===== src/rtl/launch_countdown_if.sv =====
// Control/status bundle between the countdown sequencer and its button/display logic.
// The hold signal exists only when COUNTDOWN_HOLD_EN is defined.
interface launch_countdown_if;
  logic       tick_1hz;
  logic       start;
  logic       abort;
`ifdef COUNTDOWN_HOLD_EN
  logic       hold;
`endif
  logic [2:0] state;
  logic [6:0] seconds_left;
  logic [3:0] bcd_tens;
  logic [3:0] bcd_ones;
  logic       launch;
  logic       launch_pulse;

  modport master (
    output tick_1hz, start, abort,
`ifdef COUNTDOWN_HOLD_EN
    output hold,
`endif
    input  state, seconds_left, bcd_tens, bcd_ones, launch, launch_pulse
  );

  modport slave (
    input  tick_1hz, start, abort,
`ifdef COUNTDOWN_HOLD_EN
    input  hold,
`endif
    output state, seconds_left, bcd_tens, bcd_ones, launch, launch_pulse
  );
endinterface


===== src/rtl/launch_countdown.sv =====
// Launch countdown sequencer: IDLE -> COUNTING -> LAUNCH with abort, plus an
// optional hold/resume feature enabled by defining COUNTDOWN_HOLD_EN.
module launch_countdown #(
  parameter int COUNT_START    = 10,
  parameter int LAUNCH_SECONDS = 3
) (
  input  logic                 clk,
  input  logic                 rst_n,
  launch_countdown_if.slave    bus
);

  typedef enum logic [2:0] {
    IDLE     = 3'd0,
    COUNTING = 3'd1,
    HOLD     = 3'd2,
    LAUNCH   = 3'd3,
    ABORTED  = 3'd4
  } state_t;

  localparam logic [6:0] START_VAL = 7'(COUNT_START);
  localparam logic [3:0] LAST_TICK = 4'(LAUNCH_SECONDS - 1);

  state_t     r_state;
  logic [6:0] r_secs;
  logic [3:0] r_lcnt;
  logic       r_launch;
  logic       r_launchPulse;
  logic       w_hold;
  logic [3:0] w_tens;
  logic [3:0] w_ones;

`ifdef COUNTDOWN_HOLD_EN
  assign w_hold = bus.hold;
`else
  assign w_hold = 1'b0;
`endif

  always_ff @(posedge clk) begin
    if (!rst_n) begin
      r_state       <= IDLE;
      r_secs        <= START_VAL;
      r_lcnt        <= 4'd0;
      r_launch      <= 1'b0;
      r_launchPulse <= 1'b0;
    end else begin
      r_launchPulse <= 1'b0;
      case (r_state)
        IDLE: begin
          if (bus.start) r_state <= COUNTING;
        end
        COUNTING: begin
          // Abort beats hold, and hold swallows a coincident tick.
          if (bus.abort) begin
            r_state <= ABORTED;
          end else if (w_hold) begin
            r_state <= HOLD;
          end else if (bus.tick_1hz) begin
            if (r_secs <= 7'd1) begin
              r_secs        <= 7'd0;
              r_state       <= LAUNCH;
              r_launch      <= 1'b1;
              r_launchPulse <= 1'b1;
              r_lcnt        <= 4'd0;
            end else begin
              r_secs <= r_secs - 7'd1;
            end
          end
        end
        HOLD: begin
          if (bus.abort) r_state <= ABORTED;
          else if (w_hold) r_state <= COUNTING;
        end
        LAUNCH: begin
          if (bus.tick_1hz) begin
            if (r_lcnt == LAST_TICK) begin
              r_state  <= IDLE;
              r_secs   <= START_VAL;
              r_launch <= 1'b0;
              r_lcnt   <= 4'd0;
            end else begin
              r_lcnt <= r_lcnt + 4'd1;
            end
          end
        end
        ABORTED: begin
          if (bus.start) begin
            r_state <= IDLE;
            r_secs  <= START_VAL;
          end
        end
        default: begin
          r_state  <= IDLE;
          r_secs   <= START_VAL;
          r_launch <= 1'b0;
          r_lcnt   <= 4'd0;
        end
      endcase
    end
  end

  // Binary-to-BCD by threshold compare; the count never exceeds 99.
  always_comb begin
    w_tens = 4'd0;
    for (int k = 1; k <= 9; k++) begin
      if (r_secs >= 7'(k * 10)) w_tens = 4'(k);
    end
    w_ones = 4'(r_secs - 7'(7'(w_tens) * 7'd10));
  end

  assign bus.state        = r_state;
  assign bus.seconds_left = r_secs;
  assign bus.bcd_tens     = w_tens;
  assign bus.bcd_ones     = w_ones;
  assign bus.launch       = r_launch;
  assign bus.launch_pulse = r_launchPulse;

endmodule


===== src/flat_wrapper.sv =====
// flat-port wrapper written by rule: the top's interface ports become plain ports
module launch_countdown_flat 
#(
  parameter int COUNT_START    = 10,
  parameter int LAUNCH_SECONDS = 3
)
  (clk, rst_n, bus_tick_1hz, bus_start, bus_abort, bus_state, bus_seconds_left, bus_bcd_tens, bus_bcd_ones, bus_launch, bus_launch_pulse);
  launch_countdown_if bus_i ();
  input  logic clk;
  input  logic rst_n;
  input wire logic [$bits(bus_i.tick_1hz)-1:0] bus_tick_1hz;
  input wire logic [$bits(bus_i.start)-1:0] bus_start;
  input wire logic [$bits(bus_i.abort)-1:0] bus_abort;
  output wire logic [$bits(bus_i.state)-1:0] bus_state;
  output wire logic [$bits(bus_i.seconds_left)-1:0] bus_seconds_left;
  output wire logic [$bits(bus_i.bcd_tens)-1:0] bus_bcd_tens;
  output wire logic [$bits(bus_i.bcd_ones)-1:0] bus_bcd_ones;
  output wire logic [$bits(bus_i.launch)-1:0] bus_launch;
  output wire logic [$bits(bus_i.launch_pulse)-1:0] bus_launch_pulse;
  assign bus_i.tick_1hz = bus_tick_1hz;
  assign bus_i.start = bus_start;
  assign bus_i.abort = bus_abort;
  assign bus_state = bus_i.state;
  assign bus_seconds_left = bus_i.seconds_left;
  assign bus_bcd_tens = bus_i.bcd_tens;
  assign bus_bcd_ones = bus_i.bcd_ones;
  assign bus_launch = bus_i.launch;
  assign bus_launch_pulse = bus_i.launch_pulse;
  launch_countdown #(.COUNT_START(COUNT_START), .LAUNCH_SECONDS(LAUNCH_SECONDS)) u_core (.clk(clk), .rst_n(rst_n), .bus(bus_i));
endmodule

===== config.mk =====
export PLATFORM = sky130hd
export DESIGN_NAME = launch_countdown_flat
export DESIGN_NICKNAME = d
export VERILOG_FILES = /design/src/rtl/launch_countdown_if.sv /design/src/rtl/launch_countdown.sv /design/src/flat_wrapper.sv
export SDC_FILE = /design/constraint.sdc
export NUM_CORES = 1
export LEC_CHECK = 0
export ABC_CLOCK_PERIOD_IN_PS = 6600
export BUFFER_PORTS_ARGS = -buffer_cell sky130_fd_sc_hd__buf_4
export CORE_UTILIZATION = 35
export CTS_BUF_LIST = sky130_fd_sc_hd__clkbuf_4 sky130_fd_sc_hd__clkbuf_8 sky130_fd_sc_hd__clkbuf_16
export CTS_CLUSTER_DIAMETER = 40
export DETAILED_ROUTE_END_ITERATION = 8
export SLEW_MARGIN = 20
export SYNTH_ARGS = -nofsm -noshare
export SYNTH_HDL_FRONTEND = slang
export SYNTH_SLANG_ARGS = --single-unit
export TNS_END_PERCENT = 100

===== constraint.sdc =====
create_clock -name clk -period 6.6 [get_ports clk]
set_input_delay 0.99 -clock clk [delete_from_list [all_inputs] [get_ports clk]]
set_output_delay 0.99 -clock clk [all_outputs]
set_load 0.05 [all_outputs]

==> out/qor.txt <==
Post-CTS Resized -> 0
vias in the first global route -> 1211
H-tree levels -> 1
CP endpoint kind -> primary output
die extent in y -> 62.68 um
CP Class -> flop to primary output
I/O pin cnt -> 25
first-pass GRT wire length -> 5499 um
largest net degree at the start of global routing -> 16
drt drc -> 0
Synth area leader -> dfxtp_1
Worst slew margin -> 52.17%
CORE AREA -> 3442 um2
Clock Tree Buf Depth -> 2
Register Area -> 320.3 um2
Max-Cap Viols -> 0
critical path's top delay family -> adder cells
crit path launch type -> flop
footprint of the multi-input gates -> 859.6 um2
Chip Width -> 62.68 um
WP data required -> 5.61 ns
Worst-Skew Late Latency -> 0.25 ns
# hold bufs at CTS -> 0
Buf+Inv Stages, Crit Path -> 2
Seq/Total Area, Yosys -> 24.85%
crit-path cells -> inv_1 -> ha_1 -> o31ai_1 -> a21o_1 -> o32ai_2 -> ha_1 -> fa_1 -> xor2_1 -> xnor2_1 -> xnor2_1 -> buf_4
setup_tns -> 0 ns
Design Area, Final -> 1508 um2
area grow syn2layout -> 16.99%
cell count after synthesis -> 159
most common cell in the netlist -> dfxtp_1
antenna violations before repair -> 0
Hold Vio Cnt, Final -> 0
Final ANT Viol Nets -> 0
fraction of layout cells with a size suffix above 1 -> 21.02%
Initial DRT Pass Iterations -> 4
TritonCTS Buffers -> 3
initial drt markers -> 53
clock-pin transition on the worst setup and hold timing paths -> 0.06 ns
routability cong. -> 0.8330
number of synthesized flops with an enable pin -> 0
Rows -> 21
crit path time final -> 3.759 ns
maximum vdd drop -> 0.1052 mV
Post-Syn Area -> 1289 um2
largest cells by area after synthesis -> dfxtp_1 25%, ha_1 5.8%, a21oi_1 3.5%, inv_1 3.5%, nand2b_1 3.4%
slowest CP cell -> dfxtp_1
worst slew pin tran -> 0.7175 ns
Post-Syn Area per Cell -> 8.105 um2
Final #Nets -> 190
worst path arrival time -> 2.77 ns
IO Port Bufs -> 24
Pleak -> 0.5710 nW
Final period util -> 56.96%
YS warnings -> 0
Seq cells post-synth -> 16
post-DR wirelength/cell -> 14.02 um
root buffer cell -> clkbuf_8
status -> finished, final reports clean
starting density of the core -> 37.44%
# fillers -> 353
Max stage delay on crit path -> 0.47 ns
Post-Syn Nets -> 171
Max Fclk -> 266.0 MHz
Post-Route WL -> 3112 um
Synth top area share -> 24.85%
GRT Util Overall -> 17.15%
fraction of registers with async set/reset -> 0%
Congestion Overflow GR -> 0
Vias -> 1252
routed vias/inst -> 5.640
final slew viol count -> 0
RSZ-0062 raised after global routing -> false
worst hold path type -> flop to flop
Post-DP Area -> 1466 um2
synth unique cells -> 54
Top FF cell, synth -> dfxtp_1
pwr/cell area -> 133.8 nW/um2
most frequent cells after synthesis -> 16 x dfxtp_1, 12 x inv_1, 9 x a21oi_1
antenna cells -> 0
clk_skew -> 0.002122 ns
Sink Count -> 16
CTS tree -> done
Max Fanout on Critical Path -> 9
final setup fails -> 0
die area -> 3929 um2
Post-CTS Setup Bufs -> 0
post-detail-place hpwl -> 2358 um
-- metrics by stage --
| step | worst slack, ns | hold WS [ns] | instances | power [mW] | util, % |
|---|---|---|---|---|---|
| 2_1_floorplan | 1.666 | 0.4682 | 159 | 0.1224 | - |
| 3_3_place_gp | 3.168 | 0.4916 | 219 | 0.1297 | 42.60 |
| 3_5_place_dp | 3.074 | 0.5229 | 219 | 0.1299 | 42.60 |
| 4_1_cts | 2.798 | 0.5326 | 222 | 0.2044 | 43.80 |
| 5_1_grt | 2.584 | 0.5506 | 222 | 0.2124 | 43.80 |
| 6_report | 2.841 | 0.5211 | 222 | 0.2017 | 43.80 |
-- power breakdown --
part	total, mW	switching (mW)	internal, mW
clock	0.0737	0.0332	0.0405
sequential	0.0999	0.00239	0.0975
combinational	0.0281	0.0186	0.00948
-- path summary, 6_finish.rpt --
path	start	endpoint	slack (ns)	cells after the start
min	u_core.r_lcnt[1]$_SDFFE_PN0P_	u_core.r_lcnt[1]$_SDFFE_PN0P_	0.52	2
max	u_core.bus.seconds_left[0]$_SDFFE_PN0P_	bus_bcd_ones[3]	2.84	11
min reg2reg	u_core.r_lcnt[1]$_SDFFE_PN0P_	u_core.r_lcnt[1]$_SDFFE_PN0P_	0.52	2
max reg2reg	u_core.bus.state[1]$_SDFFE_PN0P_	u_core.bus.seconds_left[3]$_SDFFE_PN1P_	4.64	4
-- routing by layer --
layer | track usage, % | share of wire, %
met1 | 21.33 | 48
met2 | 29.35 | 49
met3 | 3.650 | 3.1
met4 | 5.233 | 0.42
met5 | 0 | 0
-- cells in the final DEF, fill, tap and decap left out, types with 3 or more instances in the layout --
| cell type | n |
|---|---|
| nor2_1 | 8 |
| nand3_1 | 7 |
| dfxtp_1 | 16 |
| a31oi_1 | 5 |
| o32ai_1 | 3 |
| buf_4 | 24 |
| or3_1 | 5 |
| ha_1 | 6 |
| nand2b_1 | 7 |
| a2111oi_0 | 4 |
| clkbuf_8 | 3 |
| nand2_1 | 8 |
| nor2b_1 | 3 |
| o21ai_0 | 5 |
| inv_1 | 12 |
| a21oi_1 | 9 |
| nor3_1 | 5 |
-- flip-flops by register name, summed over array words and instances (netlist names) --
register                 cells
u_core.bus.seconds_left      7
u_core.r_lcnt                4
u_core.bus.state             3
u_core.bus.launch            1
u_core.bus.launch_pulse      1
-- cell families (layout without fill, tap and decap cells) --
group / after synthesis / after routing / synth area share (%)
simple gates: 57 / 57 / 25.63
buf+inv: 23 / 40 / 8.445
compound gates: 50 / 50 / 29.42
xor+xnor: 4 / 4 / 2.719
fa+ha+maj: 8 / 8 / 8.155
mux: 1 / 1 / 0.7767
flops: 16 / 16 / 24.85
-- final cells by class --
type,count,area share (%)
clock buffer,3,2.739
inverter,13,3.237
tap,46,3.817
timing repair buffer,24,11.95
multi-input combinational,120,57.01
sequential,16,21.24
-- worst register-to-register path, stage by stage (launching register included) --
cell      delay [ns]
dfxtp_1         0.54
nand3b_1        0.19
a21oi_1         0.60
nor3_1          0.18
a221o_1         0.34
No activity file was read; power rests on OpenSTA's default activity.
